## src/rtl/conv_ibuf_if.sv

```systemverilog
// Pixel-stream, conv_ctrl handshake and CIM slice bus of conv_ibuf.
// Derived widths are recomputed here, so instantiate with the same parameters as the module.
interface conv_ibuf_if #(
    parameter int DATA_SIZE      = 8,
    parameter int INPUT_CHANNELS = 16,
    parameter int KERNEL_DIM     = 3,
    parameter int XBAR_SIZE      = 128,
    parameter int BUS_WIDTH      = 16
);
    localparam int NUM_ELEM        = INPUT_CHANNELS * KERNEL_DIM * KERNEL_DIM;
    localparam int V_CIM_TILES_OUT = (NUM_ELEM + XBAR_SIZE - 1) / XBAR_SIZE;
    localparam int OUT_W           = BUS_WIDTH * V_CIM_TILES_OUT;
    localparam int NUM_ADDR        = (NUM_ELEM + OUT_W - 1) / OUT_W;
    localparam int ADDR_WIDTH      = (NUM_ADDR > 1) ? $clog2(NUM_ADDR) : 1;
    localparam int COUNT_WIDTH     = (DATA_SIZE > 1) ? $clog2(DATA_SIZE) : 1;

    logic                                i_valid;
    logic [INPUT_CHANNELS*DATA_SIZE-1:0] i_data;
    logic                                o_ready;
    logic                                o_start;
    logic                                i_ctrl_ready;
    logic [ADDR_WIDTH-1:0]               i_addr;
    logic [COUNT_WIDTH-1:0]              i_count;
    logic [OUT_W-1:0]                    o_data;

    modport master (
        output i_valid, i_data, i_ctrl_ready, i_addr, i_count,
        input  o_ready, o_start, o_data
    );

    modport slave (
        input  i_valid, i_data, i_ctrl_ready, i_addr, i_count,
        output o_ready, o_start, o_data
    );
endinterface

```

## src/rtl/conv_ibuf.sv

```systemverilog
// Convolution input buffer: line buffer of the last K-1 rows plus K pixels, window
// request handshake to conv_ctrl, and bit-serial slice readout of the frozen window.
module conv_ibuf #(
    parameter int DATA_SIZE      = 8,
    parameter int INPUT_CHANNELS = 16,
    parameter int KERNEL_DIM     = 3,
    parameter int IMG_WIDTH      = 8,
    parameter int IMG_HEIGHT     = 8,
    parameter int XBAR_SIZE      = 128,
    parameter int BUS_WIDTH      = 16
) (
    input  logic        clk,
    input  logic        rst,
    conv_ibuf_if.slave  bus
);
    localparam int K               = KERNEL_DIM;
    localparam int NUM_ELEM        = INPUT_CHANNELS * K * K;
    localparam int V_CIM_TILES_OUT = (NUM_ELEM + XBAR_SIZE - 1) / XBAR_SIZE;
    localparam int OUT_W           = BUS_WIDTH * V_CIM_TILES_OUT;
    localparam int PIX_W           = INPUT_CHANNELS * DATA_SIZE;
    localparam int LB_DEPTH        = (K - 1) * IMG_WIDTH + K;
    localparam int COL_W           = (IMG_WIDTH > 1) ? $clog2(IMG_WIDTH) : 1;
    localparam int ROW_W           = (IMG_HEIGHT > 1) ? $clog2(IMG_HEIGHT) : 1;

    typedef enum logic [1:0] {
        FILL = 2'd0,
        REQ  = 2'd1,
        BUSY = 2'd2
    } state_t;

    state_t           state_q;
    logic [COL_W-1:0] col_q;
    logic [ROW_W-1:0] row_q;
    logic             ready_q;
    logic             start_q;

    logic [PIX_W-1:0]     lb_q [LB_DEPTH];
    logic [DATA_SIZE-1:0] win  [NUM_ELEM];
    logic [OUT_W-1:0]     data_d;

    logic accept;
    logic win_valid;
    logic last_col;
    logic last_row;

    assign accept    = bus.i_valid & ready_q;
    assign last_col  = (col_q == COL_W'(IMG_WIDTH - 1));
    assign last_row  = (row_q == ROW_W'(IMG_HEIGHT - 1));
    assign win_valid = accept && (row_q >= ROW_W'(K - 1)) && (col_q >= COL_W'(K - 1));

    // Shift register of raw pixels, newest at index 0; contents need no reset.
    always_ff @(posedge clk) begin
        if (accept) begin
            lb_q[0] <= bus.i_data;
            for (int unsigned i = 1; i < LB_DEPTH; i++) begin
                lb_q[i] <= lb_q[i-1];
            end
        end
    end

    always_ff @(posedge clk) begin
        if (rst) begin
            state_q <= FILL;
            row_q   <= '0;
            col_q   <= '0;
            ready_q <= 1'b1;
            start_q <= 1'b0;
        end else begin
            case (state_q)
                FILL: begin
                    if (accept) begin
                        if (last_col) begin
                            col_q <= '0;
                            row_q <= last_row ? '0 : row_q + 1'b1;
                        end else begin
                            col_q <= col_q + 1'b1;
                        end
                        if (win_valid) begin
                            state_q <= REQ;
                            ready_q <= 1'b0;
                            start_q <= 1'b1;
                        end
                    end
                end
                REQ: begin
                    if (!bus.i_ctrl_ready) begin
                        state_q <= BUSY;
                        start_q <= 1'b0;
                    end
                end
                BUSY: begin
                    if (bus.i_ctrl_ready) begin
                        state_q <= FILL;
                        ready_q <= 1'b1;
                    end
                end
                default: begin
                    state_q <= FILL;
                    ready_q <= 1'b1;
                    start_q <= 1'b0;
                end
            endcase
        end
    end

    // Window pixel (ky,kx) sits (K-1-ky) rows and (K-1-kx) pixels behind the newest one.
    always_comb begin
        for (int unsigned ky = 0; ky < K; ky++) begin
            for (int unsigned kx = 0; kx < K; kx++) begin
                for (int unsigned c = 0; c < INPUT_CHANNELS; c++) begin
                    win[(ky*K + kx)*INPUT_CHANNELS + c] =
                        lb_q[(K-1-ky)*IMG_WIDTH + (K-1-kx)][c*DATA_SIZE +: DATA_SIZE];
                end
            end
        end
    end

    always_comb begin
        int unsigned base;
        data_d = '0;
        base   = 32'(bus.i_addr) * 32'(OUT_W);
        for (int unsigned j = 0; j < OUT_W; j++) begin
            if ((base + j < NUM_ELEM) && (32'(bus.i_count) < 32'(DATA_SIZE))) begin
                data_d[j] = win[base + j][bus.i_count];
            end
        end
    end

    assign bus.o_ready = ready_q;
    assign bus.o_start = start_q;
    assign bus.o_data  = data_d;
endmodule
```

## src/flat_wrapper.sv

```systemverilog
// flat-port wrapper written by rule: the top's interface ports become plain ports
module conv_ibuf_flat 
#(
    parameter int DATA_SIZE      = 8,
    parameter int INPUT_CHANNELS = 16,
    parameter int KERNEL_DIM     = 3,
    parameter int IMG_WIDTH      = 8,
    parameter int IMG_HEIGHT     = 8,
    parameter int XBAR_SIZE      = 128,
    parameter int BUS_WIDTH      = 16
)
  (clk, rst, bus_i_valid, bus_i_data, bus_i_ctrl_ready, bus_i_addr, bus_i_count, bus_o_ready, bus_o_start, bus_o_data);
  conv_ibuf_if #(.DATA_SIZE(DATA_SIZE), .INPUT_CHANNELS(INPUT_CHANNELS), .KERNEL_DIM(KERNEL_DIM), .XBAR_SIZE(XBAR_SIZE), .BUS_WIDTH(BUS_WIDTH)) bus_i ();
  input  logic clk;
  input  logic rst;
  input wire logic [$bits(bus_i.i_valid)-1:0] bus_i_valid;
  input wire logic [$bits(bus_i.i_data)-1:0] bus_i_data;
  input wire logic [$bits(bus_i.i_ctrl_ready)-1:0] bus_i_ctrl_ready;
  input wire logic [$bits(bus_i.i_addr)-1:0] bus_i_addr;
  input wire logic [$bits(bus_i.i_count)-1:0] bus_i_count;
  output wire logic [$bits(bus_i.o_ready)-1:0] bus_o_ready;
  output wire logic [$bits(bus_i.o_start)-1:0] bus_o_start;
  output wire logic [$bits(bus_i.o_data)-1:0] bus_o_data;
  assign bus_i.i_valid = bus_i_valid;
  assign bus_i.i_data = bus_i_data;
  assign bus_i.i_ctrl_ready = bus_i_ctrl_ready;
  assign bus_i.i_addr = bus_i_addr;
  assign bus_i.i_count = bus_i_count;
  assign bus_o_ready = bus_i.o_ready;
  assign bus_o_start = bus_i.o_start;
  assign bus_o_data = bus_i.o_data;
  conv_ibuf #(.DATA_SIZE(DATA_SIZE), .INPUT_CHANNELS(INPUT_CHANNELS), .KERNEL_DIM(KERNEL_DIM), .IMG_WIDTH(IMG_WIDTH), .IMG_HEIGHT(IMG_HEIGHT), .XBAR_SIZE(XBAR_SIZE), .BUS_WIDTH(BUS_WIDTH)) u_core (.clk(clk), .rst(rst), .bus(bus_i));
endmodule
```

## config.mk

```make
export PLATFORM = sky130hd
export DESIGN_NAME = conv_ibuf_flat
export DESIGN_NICKNAME = d
export VERILOG_FILES = /design/src/rtl/conv_ibuf_if.sv /design/src/rtl/conv_ibuf.sv /design/src/flat_wrapper.sv
export SDC_FILE = /design/constraint.sdc
export NUM_CORES = 2
export LEC_CHECK = 0
export ABC_AREA = 1
export BUFFER_PORTS_ARGS = -buffer_cell sky130_fd_sc_hd__buf_2
export CELL_PAD_IN_SITES_DETAIL_PLACEMENT = 1
export CELL_PAD_IN_SITES_GLOBAL_PLACEMENT = 2
export CORE_MARGIN = 5
export CORE_UTILIZATION = 45
export CTS_BUF_LIST = sky130_fd_sc_hd__clkbuf_2 sky130_fd_sc_hd__clkbuf_4 sky130_fd_sc_hd__clkbuf_8
export DETAILED_ROUTE_END_ITERATION = 10
export MAX_ROUTING_LAYER = met4
export PLACE_DENSITY_LB_ADDON = 0.1
export SLEW_MARGIN = 20
export SYNTH_ARGS = -nofsm -noshare
export SYNTH_HDL_FRONTEND = slang
export SYNTH_SLANG_ARGS = --single-unit
```

## constraint.sdc

```tcl
create_clock -name clk -period 76.1 [get_ports clk]
set_input_delay 7.61 -clock clk [delete_from_list [all_inputs] [get_ports clk]]
set_output_delay 7.61 -clock clk [all_outputs]
set_load 0.01 [all_outputs]
```

==> results_dict.tcl <==
set metrics [dict create \
    cts.clk_slew.worst_paths_ps 60 \
    ys_ff_latch 2442 \
    layout_min_cycle_time_ps 19780 \
    drt-met1-wl_um 98400 \
    power.switching_mw 0.703 \
    critPathKind "in2out" \
    syn-num-nets 5942 \
    cts_tree "done" \
    p_int_mw 2.29 \
    first_global_vias 47300 \
    fin_nets 6348 \
    grt-ovfl-total 0 \
    finalPower_mw 2.99 \
    hold_violations 0 \
    reg2reg_depth 7 \
    synth_top_area_frac 0.834 \
    dp_hpwl_um 118000 \
    highest_layer "met4" \
    synth_cells 5799 \
    viasPerCell 5.10 \
    fmax_ghz 0.0506 \
    avgSynthCellArea_um2 15.1 \
    clock_power_share 0.368 \
    post_cts_resized 0 \
    yosysSeqAreaShare 0.836 \
    synth_edf_count 2432 \
    die_y_um 451 \
    pin_count 172 \
    period_share 0.260 \
    num_rows 161 \
    synthTopCellsByCount "edfxtp_1 (2432), nand2_1 (1477), nand3_1 (752)" \
    grt_pass1_wl_um 303000 \
    drive_gt1_frac 0.141 \
    hold_path_class "reg2reg" \
    areaGrowthSynthToFinish_pct 12.8 \
    finClkSkew_ps 40.8 \
    die_area_um2 203000 \
    power_density_nw_per_um2 30.3 \
    gp_congestion 0.776 \
    max_slew.worst_pin.slew_ps 1070 \
    netlist_top_cells_area "edfxtp_1 (83%), nand2_1 (6.3%), nand3_1 (4.3%)" \
    dr.first_iter.drc_count 3697 \
    wire_per_inst_um 22.6 \
    drc 0 \
    critPathLaunchType "input port" \
    critical_path.max_fanout 125 \
    finalWirelength_um 205000 \
    grtUsageTotal 0.204 \
    cts_max_level 5 \
    fin_tns_setup_ps 0 \
    comb_power_share 0.057 \
    cts_buffer_depth 4 \
    setup_viol_count_final 0 \
    clock_latency_ps 1050 \
    max_cap_viol_count 0 \
    synth.most_common_cell "edfxtp_1" \
    vias 46100 \
    holdBufCountCts 0 \
    yosysTopAreaCell "edfxtp_1" \
    leakage_nw 37.4 \
    required_ps 68490 \
    whs_path_depth 0 \
    rsz0062_at_grt "false" \
    drtPass1Iterations 5 \
    peakVddDrop_v 0.0000182 \
    outcome "completed" \
    p_sw_frac 0.235 \
    fp.dieW_um 451 \
    end_kind "output port" \
    synth_cell_types 27 \
    io_buffers 171 \
    fill_cells 18700 \
    maxSlewViolCount 0 \
    slew_headroom 0.289 \
    core_um2 193000 \
    antenna_found_initial 9 \
    met2_length_um 92000 \
    synth_warnings 0 \
    seqPwrFrac 0.574 \
    worstPathArrival_ps 12170 \
    cts_buffers 417 \
    cts_setup_buffers 0 \
    route.met3.wl_um 8120 \
    initial_utilization 0.454 \
    synthFlopType "edfxtp_1" \
    ant_nets 0 \
    cts-root-buf "clkbuf_8" \
    cts_sinks 2442 \
    grt_max_degree 180 \
    ys_async_sr_fraction 0 \
    synth_area_um2 87500 \
]
==> stage by stage <==
stage	instances	cell area [um2]	utilization	hold slack, ps	setup WS (ps)
final	9042	98700	0.512	382	56320
after global routing	9041	98700	0.512	381	56140
after CTS	9038	98700	0.511	376	56290
after floorplan	5799	87500	-	400	17470
after global placement	8311	91100	0.472	400	56300
after detailed placement	8312	91100	0.472	405	56300
==> cells in the final DEF, fill, tap and decap left out, drive strengths merged <==
cell         n
a211oi       1
a21boi       1
a21oi       49
buf        238
bufinv       6
clkbuf     537
clkinv     175
clkinvlp     7
dfxtp       10
diode        4
edfxtp    2432
ha           5
inv        497
nand2     1477
nand3      752
nand4        5
nor2       180
o211ai      34
o21ai       12
or2         93
or3          1
==> per-layer routing <==
layer  global-route usage  up-vias
met5                    -        -
met4               0.0675        0
met3               0.0327      376
met2                0.299      994
met1                0.293    23500
li1                     -    21200
==> state kept, by name, summed over array words and instances, names as in the netlist <==
name                cells
u_core.bus.o_start      1
u_core.lb_q          2432
u_core.bus.o_ready      1
u_core.state_q          2
u_core.col_q            3
u_core.row_q            3
==> path summary, 6_finish.rpt <==
| check | start | to | slack [ps] |
|---|---|---|---|
| max | bus_i_addr[0] | bus_o_data[19] | 56320 |
| min | u_core.lb_q[14][57] | u_core.lb_q[15][57] | 380 |
| max reg2reg | u_core.bus.o_ready | u_core.lb_q[15][75] | 70350 |
| min reg2reg | u_core.lb_q[14][57] | u_core.lb_q[15][57] | 380 |
==> area by class of cell <==
class                           count  area, um2  share of cell area
Sequential cell                  2442      73200               0.742
Multi-Input combinational cell   2610      11300               0.114
Clock buffer                      537       6660              0.0675
Tap cell                         2526       3160              0.0320
Inverter                          496       1900              0.0192
Timing Repair Buffer              238       1530              0.0155
Clock inverter                    189        962             0.00975
Antenna cell                        4       10.0            0.000101
==> power by group through the flow <==
| stage | Sequential, mW | Clock [mW] | Combinational, mW |
|---|---|---|---|
| final | 1.72 | 1.10 | 0.172 |
| after global routing | 1.73 | 1.21 | 0.191 |
| after CTS | 1.72 | 1.14 | 0.176 |
| after detailed placement | 1.74 | 0 | 0.176 |
| after global placement | 1.74 | 0 | 0.172 |
| after floorplan | 1.98 | 0 | 0.110 |
==> critical path, stage by stage <==
cell     delay [ps]
buf_8           200
inv_8           400
buf_12          540
buf_12          550
buf_4           600
nand2_1         100
nand2_1          90
nand2_1          50
nand3_1         110
nand3_1         160
nand2_1         190
nor2_1           60
nor2_1          680
buf_2           270
==> logic make-up after synthesis <==
kind of cell / share of synthesized area
buffers and inverters: 0.0349
AND/OR/NAND/NOR: 0.121
adder cells (fa/ha/maj): 0.000715
flip-flops: 0.836
AO/OA/AOI/OAI: 0.00666
Note: power is estimated with default switching activity, not from simulation.
